<file path="src/rtl/reg_arb_pkg.sv">
// Shared types and constants for the register-bus arbiter: FSM states,
// requester identifiers and the captured access record.
package reg_arb_pkg;

  typedef enum logic [1:0] {
    IDLE  = 2'd0,
    ISSUE = 2'd1,
    WAIT  = 2'd2,
    DONE  = 2'd3
  } arb_state_t;

  localparam logic REQ_A = 1'b0;
  localparam logic REQ_B = 1'b1;

  localparam int REG_ADDR_W = 8;
  localparam int REG_DATA_W = 8;
  // Wide enough for the largest legal read latency (4).
  localparam int LAT_W      = 3;

  typedef struct packed {
    logic                  we;
    logic [REG_ADDR_W-1:0] addr;
    logic [REG_DATA_W-1:0] wdata;
  } req_t;

endpackage

</file>
<file path="src/rtl/reg_arb_slot.sv">
// One-entry pending buffer for a requester that cannot stall. A new strobe is
// accepted when the slot is empty or is being handed to the FSM in the same cycle.
module reg_arb_slot
  import reg_arb_pkg::*;
#(
  parameter type slot_t = req_t
) (
  input  logic  clk,
  input  logic  rst_n,
  input  logic  i_load,
  input  slot_t i_req,
  input  logic  i_take,
  input  logic  i_ovf_clr,
  output logic  o_valid,
  output slot_t o_req,
  output logic  o_ovf
);

  logic  r_valid;
  slot_t r_req;
  logic  r_ovf;
  logic  w_accept;

  assign w_accept = i_load && (!r_valid || i_take);

  always_ff @(posedge clk or negedge rst_n) begin
    if (!rst_n) begin
      r_valid <= 1'b0;
      r_req   <= '0;
      r_ovf   <= 1'b0;
    end else begin
      if (w_accept) begin
        r_valid <= 1'b1;
        r_req   <= i_req;
      end else if (i_take) begin
        r_valid <= 1'b0;
      end
      // A drop in the same cycle as a clear keeps the flag set.
      if (i_load && !w_accept) begin
        r_ovf <= 1'b1;
      end else if (i_ovf_clr) begin
        r_ovf <= 1'b0;
      end
    end
  end

  assign o_valid = r_valid;
  assign o_req   = r_req;
  assign o_ovf   = r_ovf;

endmodule

</file>
<file path="src/rtl/reg_bus_arbiter.sv">
// Shares one register-file port between the I2C (A) and SPI (B) requesters,
// sequencing registered write/read strobes and returning read data with a done pulse.
module reg_bus_arbiter
  import reg_arb_pkg::*;
#(
  parameter int ADDR_W     = REG_ADDR_W,
  parameter int DATA_W     = REG_DATA_W,
  parameter int RD_LATENCY = 1,
  parameter int FIXED_PRIO = 0
) (
  input  logic              clk,
  input  logic              rst_n,
  input  logic              a_req,
  input  logic              a_we,
  input  logic [ADDR_W-1:0] a_addr,
  input  logic [DATA_W-1:0] a_wdata,
  output logic              a_done,
  output logic [DATA_W-1:0] a_rdata,
  input  logic              b_req,
  input  logic              b_we,
  input  logic [ADDR_W-1:0] b_addr,
  input  logic [DATA_W-1:0] b_wdata,
  output logic              b_done,
  output logic [DATA_W-1:0] b_rdata,
  output logic [ADDR_W-1:0] reg_addr,
  output logic [DATA_W-1:0] reg_wdata,
  output logic              reg_wr,
  output logic              reg_rd,
  input  logic [DATA_W-1:0] reg_rdata,
  output logic [1:0]        ovf,
  input  logic              ovf_clr,
  output logic              busy,
  output arb_state_t        dbg_state
);

  typedef struct packed {
    logic              we;
    logic [ADDR_W-1:0] addr;
    logic [DATA_W-1:0] wdata;
  } access_t;

  localparam logic [LAT_W-1:0] LAT_LAST = LAT_W'(RD_LATENCY);

  arb_state_t       r_state;
  arb_state_t       w_state_nxt;
  logic             r_rr_ptr;
  logic             r_owner;
  logic             r_cur_we;
  logic [LAT_W-1:0] r_wait_cnt;

  logic    w_a_valid, w_b_valid;
  logic    w_a_ovf, w_b_ovf;
  access_t w_a_slot, w_b_slot;
  access_t w_win;
  logic    w_grant, w_grant_sel, w_tie;
  logic    w_take_a, w_take_b;

  reg_arb_slot #(.slot_t(access_t)) u_slot_a (
    .clk       (clk),
    .rst_n     (rst_n),
    .i_load    (a_req),
    .i_req     ({a_we, a_addr, a_wdata}),
    .i_take    (w_take_a),
    .i_ovf_clr (ovf_clr),
    .o_valid   (w_a_valid),
    .o_req     (w_a_slot),
    .o_ovf     (w_a_ovf)
  );

  reg_arb_slot #(.slot_t(access_t)) u_slot_b (
    .clk       (clk),
    .rst_n     (rst_n),
    .i_load    (b_req),
    .i_req     ({b_we, b_addr, b_wdata}),
    .i_take    (w_take_b),
    .i_ovf_clr (ovf_clr),
    .o_valid   (w_b_valid),
    .o_req     (w_b_slot),
    .o_ovf     (w_b_ovf)
  );

  always_comb begin
    w_state_nxt = r_state;
    w_grant     = 1'b0;
    w_grant_sel = REQ_A;
    w_tie       = 1'b0;
    case (r_state)
      IDLE: begin
        if (w_a_valid || w_b_valid) begin
          w_grant     = 1'b1;
          w_state_nxt = ISSUE;
          if (w_a_valid && w_b_valid) begin
            w_tie       = 1'b1;
            w_grant_sel = (FIXED_PRIO != 0) ? REQ_A : r_rr_ptr;
          end else begin
            w_grant_sel = w_b_valid ? REQ_B : REQ_A;
          end
        end
      end
      ISSUE:   w_state_nxt = r_cur_we ? DONE : WAIT;
      WAIT:    if (r_wait_cnt == LAT_LAST) w_state_nxt = DONE;
      DONE:    w_state_nxt = IDLE;
      default: w_state_nxt = IDLE;
    endcase
  end

  assign w_take_a = w_grant && (w_grant_sel == REQ_A);
  assign w_take_b = w_grant && (w_grant_sel == REQ_B);
  assign w_win    = (w_grant_sel == REQ_B) ? w_b_slot : w_a_slot;

  always_ff @(posedge clk or negedge rst_n) begin
    if (!rst_n) begin
      r_state    <= IDLE;
      r_rr_ptr   <= REQ_A;
      r_owner    <= REQ_A;
      r_cur_we   <= 1'b0;
      r_wait_cnt <= '0;
      reg_addr   <= '0;
      reg_wdata  <= '0;
      reg_wr     <= 1'b0;
      reg_rd     <= 1'b0;
      a_done     <= 1'b0;
      b_done     <= 1'b0;
      a_rdata    <= '0;
      b_rdata    <= '0;
    end else begin
      r_state <= w_state_nxt;
      reg_wr  <= 1'b0;
      reg_rd  <= 1'b0;
      // Strobes are launched on the grant edge so they are registered during ISSUE.
      if (w_grant) begin
        r_owner   <= w_grant_sel;
        r_cur_we  <= w_win.we;
        reg_addr  <= w_win.addr;
        reg_wdata <= w_win.wdata;
        reg_wr    <= w_win.we;
        reg_rd    <= !w_win.we;
        if (w_tie) r_rr_ptr <= !w_grant_sel;
      end
      if (r_state == ISSUE) begin
        r_wait_cnt <= LAT_W'(1);
      end else if (r_state == WAIT) begin
        r_wait_cnt <= r_wait_cnt + LAT_W'(1);
      end
      if (r_state == WAIT && w_state_nxt == DONE) begin
        if (r_owner == REQ_A) a_rdata <= reg_rdata;
        else                  b_rdata <= reg_rdata;
      end
      a_done <= (w_state_nxt == DONE) && (r_owner == REQ_A);
      b_done <= (w_state_nxt == DONE) && (r_owner == REQ_B);
    end
  end

  assign ovf       = {w_b_ovf, w_a_ovf};
  assign busy      = (r_state != IDLE);
  assign dbg_state = r_state;

endmodule

</file>
<file path="config.mk">
export PLATFORM = sky130hd
export DESIGN_NAME = reg_bus_arbiter
export DESIGN_NICKNAME = d
export VERILOG_FILES = /design/src/rtl/reg_arb_pkg.sv /design/src/rtl/reg_arb_slot.sv /design/src/rtl/reg_bus_arbiter.sv
export SDC_FILE = /design/constraint.sdc
export NUM_CORES = 1
export LEC_CHECK = 0
export BUFFER_PORTS_ARGS = -buffer_cell sky130_fd_sc_hd__buf_2
export CORE_MARGIN = 2
export CORE_UTILIZATION = 56
export CTS_CLUSTER_DIAMETER = 120
export DETAILED_ROUTE_END_ITERATION = 7
export MAX_ROUTING_LAYER = met4
export PLACE_DENSITY = 0.84
export SKIP_LAST_GASP = 1
export SLEW_MARGIN = 20
export SYNTH_ARGS = -nofsm -noshare
export SYNTH_HDL_FRONTEND = slang
export SYNTH_SLANG_ARGS = --single-unit
</file>
<file path="constraint.sdc">
create_clock -name clk -period 3.8 [get_ports clk]
set_input_delay 0.95 -clock clk [delete_from_list [all_inputs] [get_ports clk]]
set_output_delay 0.95 -clock clk [all_outputs]
set_load 0.1 [all_outputs]
</file>
==> impl_results.md, run 1 <==
* TritonCTS buffer count at 9
* Status: completed
* Layout Skew at 0.00767 ns
* Via Count at 2143
* Min-delay worst type: flip-flop to flip-flop
* Max clock buf depth at 2
* First-pass GRT wire length at 9700 um
* Max Cap Viol at 0
* Initial DRC count at 73
* Crit path capture type: output port
* Vias in the first global route at 2112
* Register area share after synthesis at 61.4%
* Post-CTS Setup Inserts at 0
* Remaining antenna violation count after routing at 0
* FF-to-FF End: u_slot_a.o_req[13]
* Hold bufs inserted after CTS at 0
* Post-synthesis cell area at 3340 um2
* FF+latch count, synth at 82
* Maximum net fanout on the critical path at 6
* DIE AREA at 6610 um2
* Largest net degree at the start of global routing at 83
* # DRC at 0
* Reg2reg path depth at 6
* CP Launch Type: flip-flop
* Skew-Pair Late Insertion Delay at 0.34 ns
* Yosys cell types at 27
* Post-synthesis cell count at 245
* Routed WL per cell at 15.1 um
* Drt total wl at 6230 um
* GR Overflow Total at 0
* Setup CP Type: flip-flop to output port
* Initial antenna violation count at 0
* Worst hold endpoint: reg_wdata[0]
* CTS H-tree depth at 3
* GRT Util Overall at 20.5%
* Area delta synth->final at 20.8%
* R2r startpoint: dbg_state[0]
* Ports at 88
* Fin crit share at 69.9%
* Final hold violation count at 0
* CTS sink count at 82
* RSZ-0062 raised after global routing: false
* Post-Route Setup TNS at 0 ns
* Clock-pin slew on the worst setup and hold paths at 0.08 ns
* 1st-pass router iterations at 4
* CTS tree: done
* Root Buffer Master: clkbuf_8
* Placer congestion estimate at 0.789
* Rows at 28
* Fmax at 377 MHz
* # fillers at 437
* Port bufs at 87
* Hold Crit Depth at 2
* Hold Startpoint: reg_wdata[0]
* Diodes inserted at 0
* Slew HR at 43.8%
* Setup violators final at 0
* Core area at 5850 um2
* Initial Util at 57.2%
* Yosys warns at 0
* Worst R2R Setup Slack at 1.43 ns
* Post-Syn Nets at 298
* Min Tclk post-route at 2.66 ns
* PostCTS Resize Cnt at 0
* Top FF cell, synth: dfrtp_1
* Slew Limit Fails at 0
* Routed vias/inst at 5.18
* Worst path arrival time at 1.71 ns
* HPWL after DPL at 4350 um
* Syn avg cell area at 13.7 um2
* Nets at 389
* Share of layout cells above drive strength 1 at 46.6%
* DIE WIDTH at 81.3 um
* Worst slew pin tran at 0.841 ns
* Ys async rst share at 100%
* CP required at 2.85 ns
* Die height at 81.3 um
* EDFF count, synth at 0
==> cell usage after synthesis, types with 2 or more instances <==
| cell type | instances | area share [%] |
|---|---|---|
| inv_1 | 9 | 1.0 |
| clkbuf_1 | 3 | 0.34 |
| a21o_1 | 2 | 0.45 |
| mux2_2 | 50 | 17 |
| ha_1 | 6 | 2.2 |
| buf_2 | 2 | 0.30 |
| o22ai_1 | 2 | 0.37 |
| nor2_1 | 5 | 0.56 |
| buf_4 | 3 | 0.67 |
| mux2i_1 | 18 | 5.4 |
| nand2_1 | 25 | 2.8 |
| o21ai_0 | 20 | 3.0 |
| nor2b_1 | 4 | 0.75 |
| dfrtp_1 | 82 | 61 |
| o21ai_1 | 2 | 0.30 |
==> cell type report <==
| cell class | instances | area (um2) | area share, % |
|---|---|---|---|
| inverter | 9 | 33.8 | 0.836 |
| sequential | 82 | 2050 | 50.8 |
| timing repair buffer | 88 | 449 | 11.1 |
| multi-input combinational | 146 | 1220 | 30.2 |
| tap | 75 | 93.8 | 2.32 |
| clock inverter | 3 | 40.0 | 0.991 |
| clock buffer | 11 | 151 | 3.75 |
==> cell families after synthesis <==
family | Yosys count | share of synthesized area [%]
flops | 82 | 61.4
buf+inv | 17 | 2.32
mux | 68 | 22.2
fa+ha+maj | 6 | 2.24
compound gates | 29 | 5.27
xor+xnor | 1 | 0.262
simple gates | 42 | 6.32
==> critical path: stages (launching register included) <==
cell and delay (ns):
dfrtp_1 0.46, inv_1 0.12, ha_1 0.26, inv_1 0.10, buf_2 0.43
==> worst max-delay path by stage <==
stage	slack, ns	startpoint	endpoint	cells past startpoint
3_5_place_dp	1.44	dbg_state[0]	u_slot_a.o_req[11]	6
2_1_floorplan	0.42	dbg_state[0]	u_slot_a.o_req[10]	7
5_1_grt	1.04	dbg_state[0]	busy	4
6_report	1.14	dbg_state[0]	busy	4
3_3_place_gp	1.54	dbg_state[0]	busy	4
4_1_cts	1.12	dbg_state[0]	busy	4
==> cell usage in the layout, fill, tap and decap left out, types with 2 or more instances in the layout <==
cell type,instances
mux2_2,50
nand2_1,25
mux2i_1,18
dfrtp_1,82
a21o_1,2
nor2_1,5
clkinv_2,2
inv_1,9
buf_2,86
nor2b_1,4
ha_1,6
clkbuf_8,11
o22ai_1,2
o21ai_0,20
==> per-stage QoR <==
step           utilization [%]  instances  instance area (um2)  setup WS, ns  hold WS (ns)
2_1_floorplan                -        245                 3340         0.416         0.457
3_3_place_gp              65.7        400                 3840          1.54         0.460
3_5_place_dp              65.7        400                 3840          1.44         0.472
4_1_cts                   69.0        414                 4040          1.12         0.490
5_1_grt                   69.0        414                 4040          1.04         0.519
6_report                  69.0        414                 4040          1.14         0.484
==> sequential cells by signal (all words and copies together) (netlist names), 2 cells and up <==
name,count
reg_wdata,8
u_slot_b.o_req,17
u_slot_a.o_req,17
r_wait_cnt,3
b_rdata,8
a_rdata,8
reg_addr,8
dbg_state,2
==> routing by layer <==
layer	vias up	GRT usage, %	part of all wire, %	routed length, um
met4	0	8.14	1.8	110
met1	1039	24.9	43	2710
met5	-	-	0	0
li1	1029	-	-	-
met3	10	4.78	5.6	352
met2	65	33.2	49	3060
Power of run 1 is left out: the tool's default activity adds up to more than one toggle a clock period on the data nets, which glitch-free logic cannot reach.
==> run 2, diff against run 1 <==
--- a/config.mk
+++ b/config.mk
@@ -7,11 +7,11 @@
 export LEC_CHECK = 0
 export BUFFER_PORTS_ARGS = -buffer_cell sky130_fd_sc_hd__buf_2
 export CORE_MARGIN = 2
-export CORE_UTILIZATION = 56
+export CORE_UTILIZATION = 52
 export CTS_CLUSTER_DIAMETER = 120
 export DETAILED_ROUTE_END_ITERATION = 7
 export MAX_ROUTING_LAYER = met4
-export PLACE_DENSITY = 0.84
+export PLACE_DENSITY = 0.79
 export SKIP_LAST_GASP = 1
 export SLEW_MARGIN = 20
 export SYNTH_ARGS = -nofsm -noshare
==> constraint.sdc (replaced) <==
create_clock -name clk -period 2.7 [get_ports clk]
set_input_delay 0.675 -clock clk [delete_from_list [all_inputs] [get_ports clk]]
set_output_delay 0.675 -clock clk [all_outputs]
set_load 0.1 [all_outputs]
==> impl_results.md, run 2 (synthesized netlist as in run 1, its figures left out) <==
* Status: completed (unchanged)
* Setup CP Type: flip-flop to output port (unchanged)
* Max Cap Viol at 0 (unchanged)
* Min-delay worst type: input port to async pin (was flip-flop to flip-flop)
* Crit path from: dbg_state[0] (unchanged)
* # fillers at 471 (was 437)
* Buf/Inv on CP at 3 (unchanged)
* CP required at 2.03 ns (was 2.85 ns)
* Worst path arrival time at 1.70 ns (was 1.71 ns)
* CTS sink count at 82 (unchanged)
* CTS tree: done (unchanged)
* Fin crit share at 87.8%
* FF-to-FF End: a_rdata[0] (was u_slot_a.o_req[13])
* Routed WL per cell at 14.9 um (was 15.1 um)
* Reg2reg path depth at 5 (was 6)
* Max clock buf depth at 2 (unchanged)
* Post-Route Setup TNS at 0 ns (unchanged)
* Critical path, cell by cell: inv_1 -> ha_1 -> clkinvlp_4 -> buf_2 (was inv_1 -> ha_1 -> inv_1 -> buf_2)
* Fmax at 422 MHz
* Nets at 393 (was 389)
* Critical path capture point: busy (unchanged)
* GR Overflow Total at 0 (unchanged)
* Diodes inserted at 0 (unchanged)
* PostCTS Resize Cnt at 0 (unchanged)
* Port bufs at 87 (unchanged)
* Slew Limit Fails at 0 (unchanged)
* Rows at 29 (was 28)
* Drt total wl at 6310 um (was 6230 um)
* Crit path max-delay family: buffers and inverters (unchanged)
* Critical path's slowest cell: dfrtp_2 (was dfrtp_1)
* Via Count at 2189 (was 2143)
* DIE WIDTH at 84.2 um (was 81.3 um)
* Area delta synth->final at 22.9% (was 20.8%)
* # DRC at 0 (unchanged)
* Remaining antenna violation count after routing at 0 (unchanged)
* Layout Skew at 0.0103 ns (was 0.00767 ns)
* CP Launch Type: flip-flop (unchanged)
* Placer congestion estimate at 0.809 (was 0.789)
* HPWL after DPL at 4550 um (was 4350 um)
* Post-CTS Setup Inserts at 0 (unchanged)
* Setup violators final at 0 (unchanged)
* Vias in the first global route at 2388 (was 2112)
* DIE AREA at 7090 um2 (was 6610 um2)
* Min Tclk post-route at 2.37 ns
* CTS H-tree depth at 3 (unchanged)
* Die height at 84.2 um (was 81.3 um)
* Initial DRC count at 78 (was 73)
* Root Buffer Master: clkbuf_8 (unchanged)
* RSZ-0062 raised after global routing: false (unchanged)
* Share of layout cells above drive strength 1 at 48.4% (was 46.6%)
* First-pass GRT wire length at 11000 um (was 9700 um)
* Most frequent cells in the layout: 86 x buf_2, 80 x dfrtp_1, 50 x mux2_2 (was 86 x buf_2, 82 x dfrtp_1, 50 x mux2_2)
* Crit path capture type: output port (unchanged)
* Most common cell after layout, fill and taps aside: buf_2 (unchanged)
* Largest net degree at the start of global routing at 45 (was 83)
* GRT Util Overall at 20.4% (was 20.5%)
* 1st-pass router iterations at 4 (unchanged)
* Worst slew pin tran at 0.633 ns (was 0.841 ns)
* Clock-pin slew on the worst setup and hold paths at 0.08 ns (about the same)
* Maximum net fanout on the critical path at 6 (unchanged)
* Worst hold slack at 0.308 ns (was 0.484 ns)
* R2r startpoint: dbg_state[0] (unchanged)
* Slew HR at 57.8% (was 43.8%)
* Initial Util at 53.3% (was 57.2%)
* TritonCTS buffer count at 9 (unchanged)
* Final hold violation count at 0 (unchanged)
* Routed vias/inst at 5.19 (was 5.18)
* Core area at 6280 um2 (was 5850 um2)
* Initial antenna violation count at 0 (unchanged)
* Largest stage delay, worst path at 0.43 ns (was 0.46 ns)
* Skew-Pair Late Insertion Delay at 0.35 ns (was 0.34 ns)
* Ports at 88 (unchanged)
* Final core occ at 65.5% (was 69.0%)
* Hold bufs inserted after CTS at 0 (unchanged)
* WP depth at 4 (unchanged)
* Worst R2R Setup Slack at 0.61 ns (was 1.43 ns)
## run 2: cell types whose count changed in the layout (fill, tap and decap cells not counted), sizes merged
cell      change
clkbuf        -2
clkinvlp      +1
clkinv        +2
bufinv        +1
buf           +4
## run 2: cell type report
type	count	area, um2	share of cell area, %
Multi-Input combinational cell	146	1220	29.6
Inverter	9	37.5	0.913
Sequential cell	82	2050	50.0
Timing Repair Buffer	92	488	11.9
Clock inverter	7	92.6	2.25
Tap cell	77	96.3	2.34
Clock buffer	9	124	3.01
## run 2: worst min path at each step
stage                     start            end  slack [ns]  cells after the start
CTS                       rst_n     b_rdata[3]        0.32                      1
detailed placement  reg_addr[1]    reg_addr[1]        0.47                      2
floorplan                 rst_n         a_done        0.38                      0
global route              rst_n     b_rdata[6]        0.35                      1
global placement    reg_addr[7]    reg_addr[7]        0.46                      2
finish                    rst_n  r_wait_cnt[2]        0.31                      1
## run 2: per-stage QoR
stage                     instance area [um2]  setup slack (ns)  std cells
final                                    4110             0.329        422
after global routing                     4110             0.266        422
after CTS                                4110             0.312        422
after detailed placement                 3890             0.609        406
after global placement                   3890             0.713        406
after floorplan                          3350            0.0222        245
## run 2: per-layer routing
metal / global-route usage [%] / vias to the layer above / wire length, um
li1: - / 1032 / -
met5: - / - / 0
met4: 8.80 / 0 / 124
met1: 23.4 / 1064 / 2580
met2: 33.3 / 79 / 3110
met3: 6.39 / 14 / 492
Power of run 2 is left out for the same reason.
==> run 3, diff against run 2 <==
--- a/config.mk
+++ b/config.mk
@@ -6,12 +6,14 @@
 export NUM_CORES = 1
 export LEC_CHECK = 0
 export BUFFER_PORTS_ARGS = -buffer_cell sky130_fd_sc_hd__buf_2
+export CELL_PAD_IN_SITES_DETAIL_PLACEMENT = 1
+export CELL_PAD_IN_SITES_GLOBAL_PLACEMENT = 1
 export CORE_MARGIN = 2
-export CORE_UTILIZATION = 52
+export CORE_UTILIZATION = 42
 export CTS_CLUSTER_DIAMETER = 120
 export DETAILED_ROUTE_END_ITERATION = 7
 export MAX_ROUTING_LAYER = met4
-export PLACE_DENSITY = 0.79
+export PLACE_DENSITY_LB_ADDON = 0.1
 export SKIP_LAST_GASP = 1
 export SLEW_MARGIN = 20
 export SYNTH_ARGS = -nofsm -noshare
==> impl_results.md, run 3 (synthesized netlist as in run 1, its figures left out) <==
* Status: completed (unchanged)
* DIE WIDTH at 93.2 um (was 84.2 um)
* Area delta synth->final at 22.6% (was 22.9%)
* 1st-pass router iterations at 2 (was 4)
* Core area at 7730 um2 (was 6280 um2)
* Fmax at 426 MHz (was 422 MHz)
* CP required at 2.03 ns (about the same)
* Initial Util at 43.3% (was 53.3%)
* Most frequent cells in the layout: 86 x buf_2, 80 x dfrtp_1, 50 x mux2_2 (unchanged)
* Share of layout cells above drive strength 1 at 48.0% (was 48.4%)
* # DRC at 0 (unchanged)
* Final hold violation count at 0 (unchanged)
* Setup CP Type: flip-flop to output port (unchanged)
* Worst slew pin tran at 0.924 ns (was 0.633 ns)
* Place WS at 0.581 ns (was 0.609 ns)
* Initial antenna violation count at 0 (unchanged)
* Worst path arrival time at 1.67 ns (was 1.70 ns)
* CTS sink count at 82 (unchanged)
* Vias in the first global route at 2332 (was 2388)
* Post-CTS Setup Inserts at 0 (unchanged)
* Largest net degree at the start of global routing at 46 (was 45)
* Drt total wl at 6750 um (was 6310 um)
* R2r startpoint: dbg_state[1] (was dbg_state[0])
* RSZ-0062 raised after global routing: false (unchanged)
* CTS H-tree depth at 3 (unchanged)
* Most common cell after layout, fill and taps aside: buf_2 (unchanged)
* Die height at 93.2 um (was 84.2 um)
* Min Tclk post-route at 2.35 ns (was 2.37 ns)
* Nets at 393 (unchanged)
* Setup violators final at 0 (unchanged)
* # fillers at 817 (was 471)
* Diodes inserted at 0 (unchanged)
* Ports at 88 (unchanged)
* Fin crit share at 86.9% (was 87.8%)
* Min-delay worst type: input port to async pin (unchanged)
* Slew Limit Fails at 0 (unchanged)
* Port bufs at 87 (unchanged)
* CP Launch Type: flip-flop (unchanged)
* Skew-Pair Late Insertion Delay at 0.34 ns (was 0.35 ns)
* PostCTS Resize Cnt at 0 (unchanged)
* Rows at 32 (was 29)
* DIE AREA at 8690 um2 (was 7090 um2)
* Max clock buf depth at 2 (unchanged)
* Placer congestion estimate at 0.780 (was 0.809)
* Footprint of the multi-input gates at 1220 um2 (unchanged)
* Routed WL per cell at 15.1 um (was 14.9 um)
* PnR worst setup slack at 0.355 ns (was 0.329 ns)
* Hold bufs inserted after CTS at 0 (unchanged)
* Remaining antenna violation count after routing at 0 (unchanged)
* CTS tree: done (unchanged)
* Initial DRC count at 64 (was 78)
* TritonCTS buffer count at 9 (unchanged)
* HPWL after DPL at 4930 um (was 4550 um)
* Layout Skew at 0.0123 ns (was 0.0103 ns)
* Maximum net fanout on the critical path at 6 (unchanged)
* Root Buffer Master: clkbuf_8 (unchanged)
* First-pass GRT wire length at 11600 um (was 11000 um)
* Crit path capture type: output port (unchanged)
* Post-Route Setup TNS at 0 ns (unchanged)
* Clock-pin slew on the worst setup and hold paths at 0.08 ns (about the same)
* GRT Util Overall at 18.0% (was 20.4%)
* Max Cap Viol at 0 (unchanged)
* Via Count at 2188 (was 2189)
* Sequential cell area at 2050 um2 (unchanged)
* Worst R2R Setup Slack at 0.59 ns (was 0.61 ns)
* Slew HR at 38.4% (was 57.8%)
* Worst hold slack at 0.329 ns (was 0.308 ns)
* GR Overflow Total at 0 (unchanged)
* Routed vias/inst at 4.91 (was 5.19)
* Crit path from: dbg_state[0] (unchanged)
## run 3: area by class of cell
class,instances,share of cell area [%]
Sequential cell,82,50.1
Multi-Input combinational cell,146,29.7
Timing Repair Buffer,92,12.2
Clock buffer,10,3.11
Tap cell,102,3.11
Inverter,9,0.916
Clock inverter,5,0.794
## run 3: per-stage QoR
step | util, % | std cells | area [um2]
6_report | 53.0 | 446 | 4100
5_1_grt | 53.0 | 446 | 4100
4_1_cts | 53.0 | 446 | 4100
3_5_place_dp | 51.0 | 431 | 3940
3_3_place_gp | 51.0 | 431 | 3940
2_1_floorplan | - | 245 | 3350
## run 3: path summary, 6_finish.rpt
kind                       depth (start not counted)            endpoint
setup / recovery                                   4                busy
max in group asynchronous                          2  u_slot_b.o_req[12]
setup reg to reg                                   6          a_rdata[6]
hold reg to reg                                    2        reg_wdata[1]
min in group clk                                   2        reg_wdata[1]
hold / removal                                     1       r_wait_cnt[0]
## run 3: critical path: stages, from the launching register on
cell,delay [ns]
dfrtp_2,0.43
inv_1,0.10
ha_1,0.28
clkinvlp_4,0.11
buf_2,0.42
## run 3: metal layers
metal | GRT usage, % | vias up | wire (um) | share of wire [%]
met5 | - | - | 0 | 0
met4 | 6.99 | 0 | 112 | 1.7
met3 | 3.30 | 9 | 274 | 4.1
met2 | 29.1 | 52 | 3350 | 50
met1 | 22.7 | 1091 | 3020 | 45
li1 | - | 1036 | - | -
Power of run 3 is left out for the same reason.
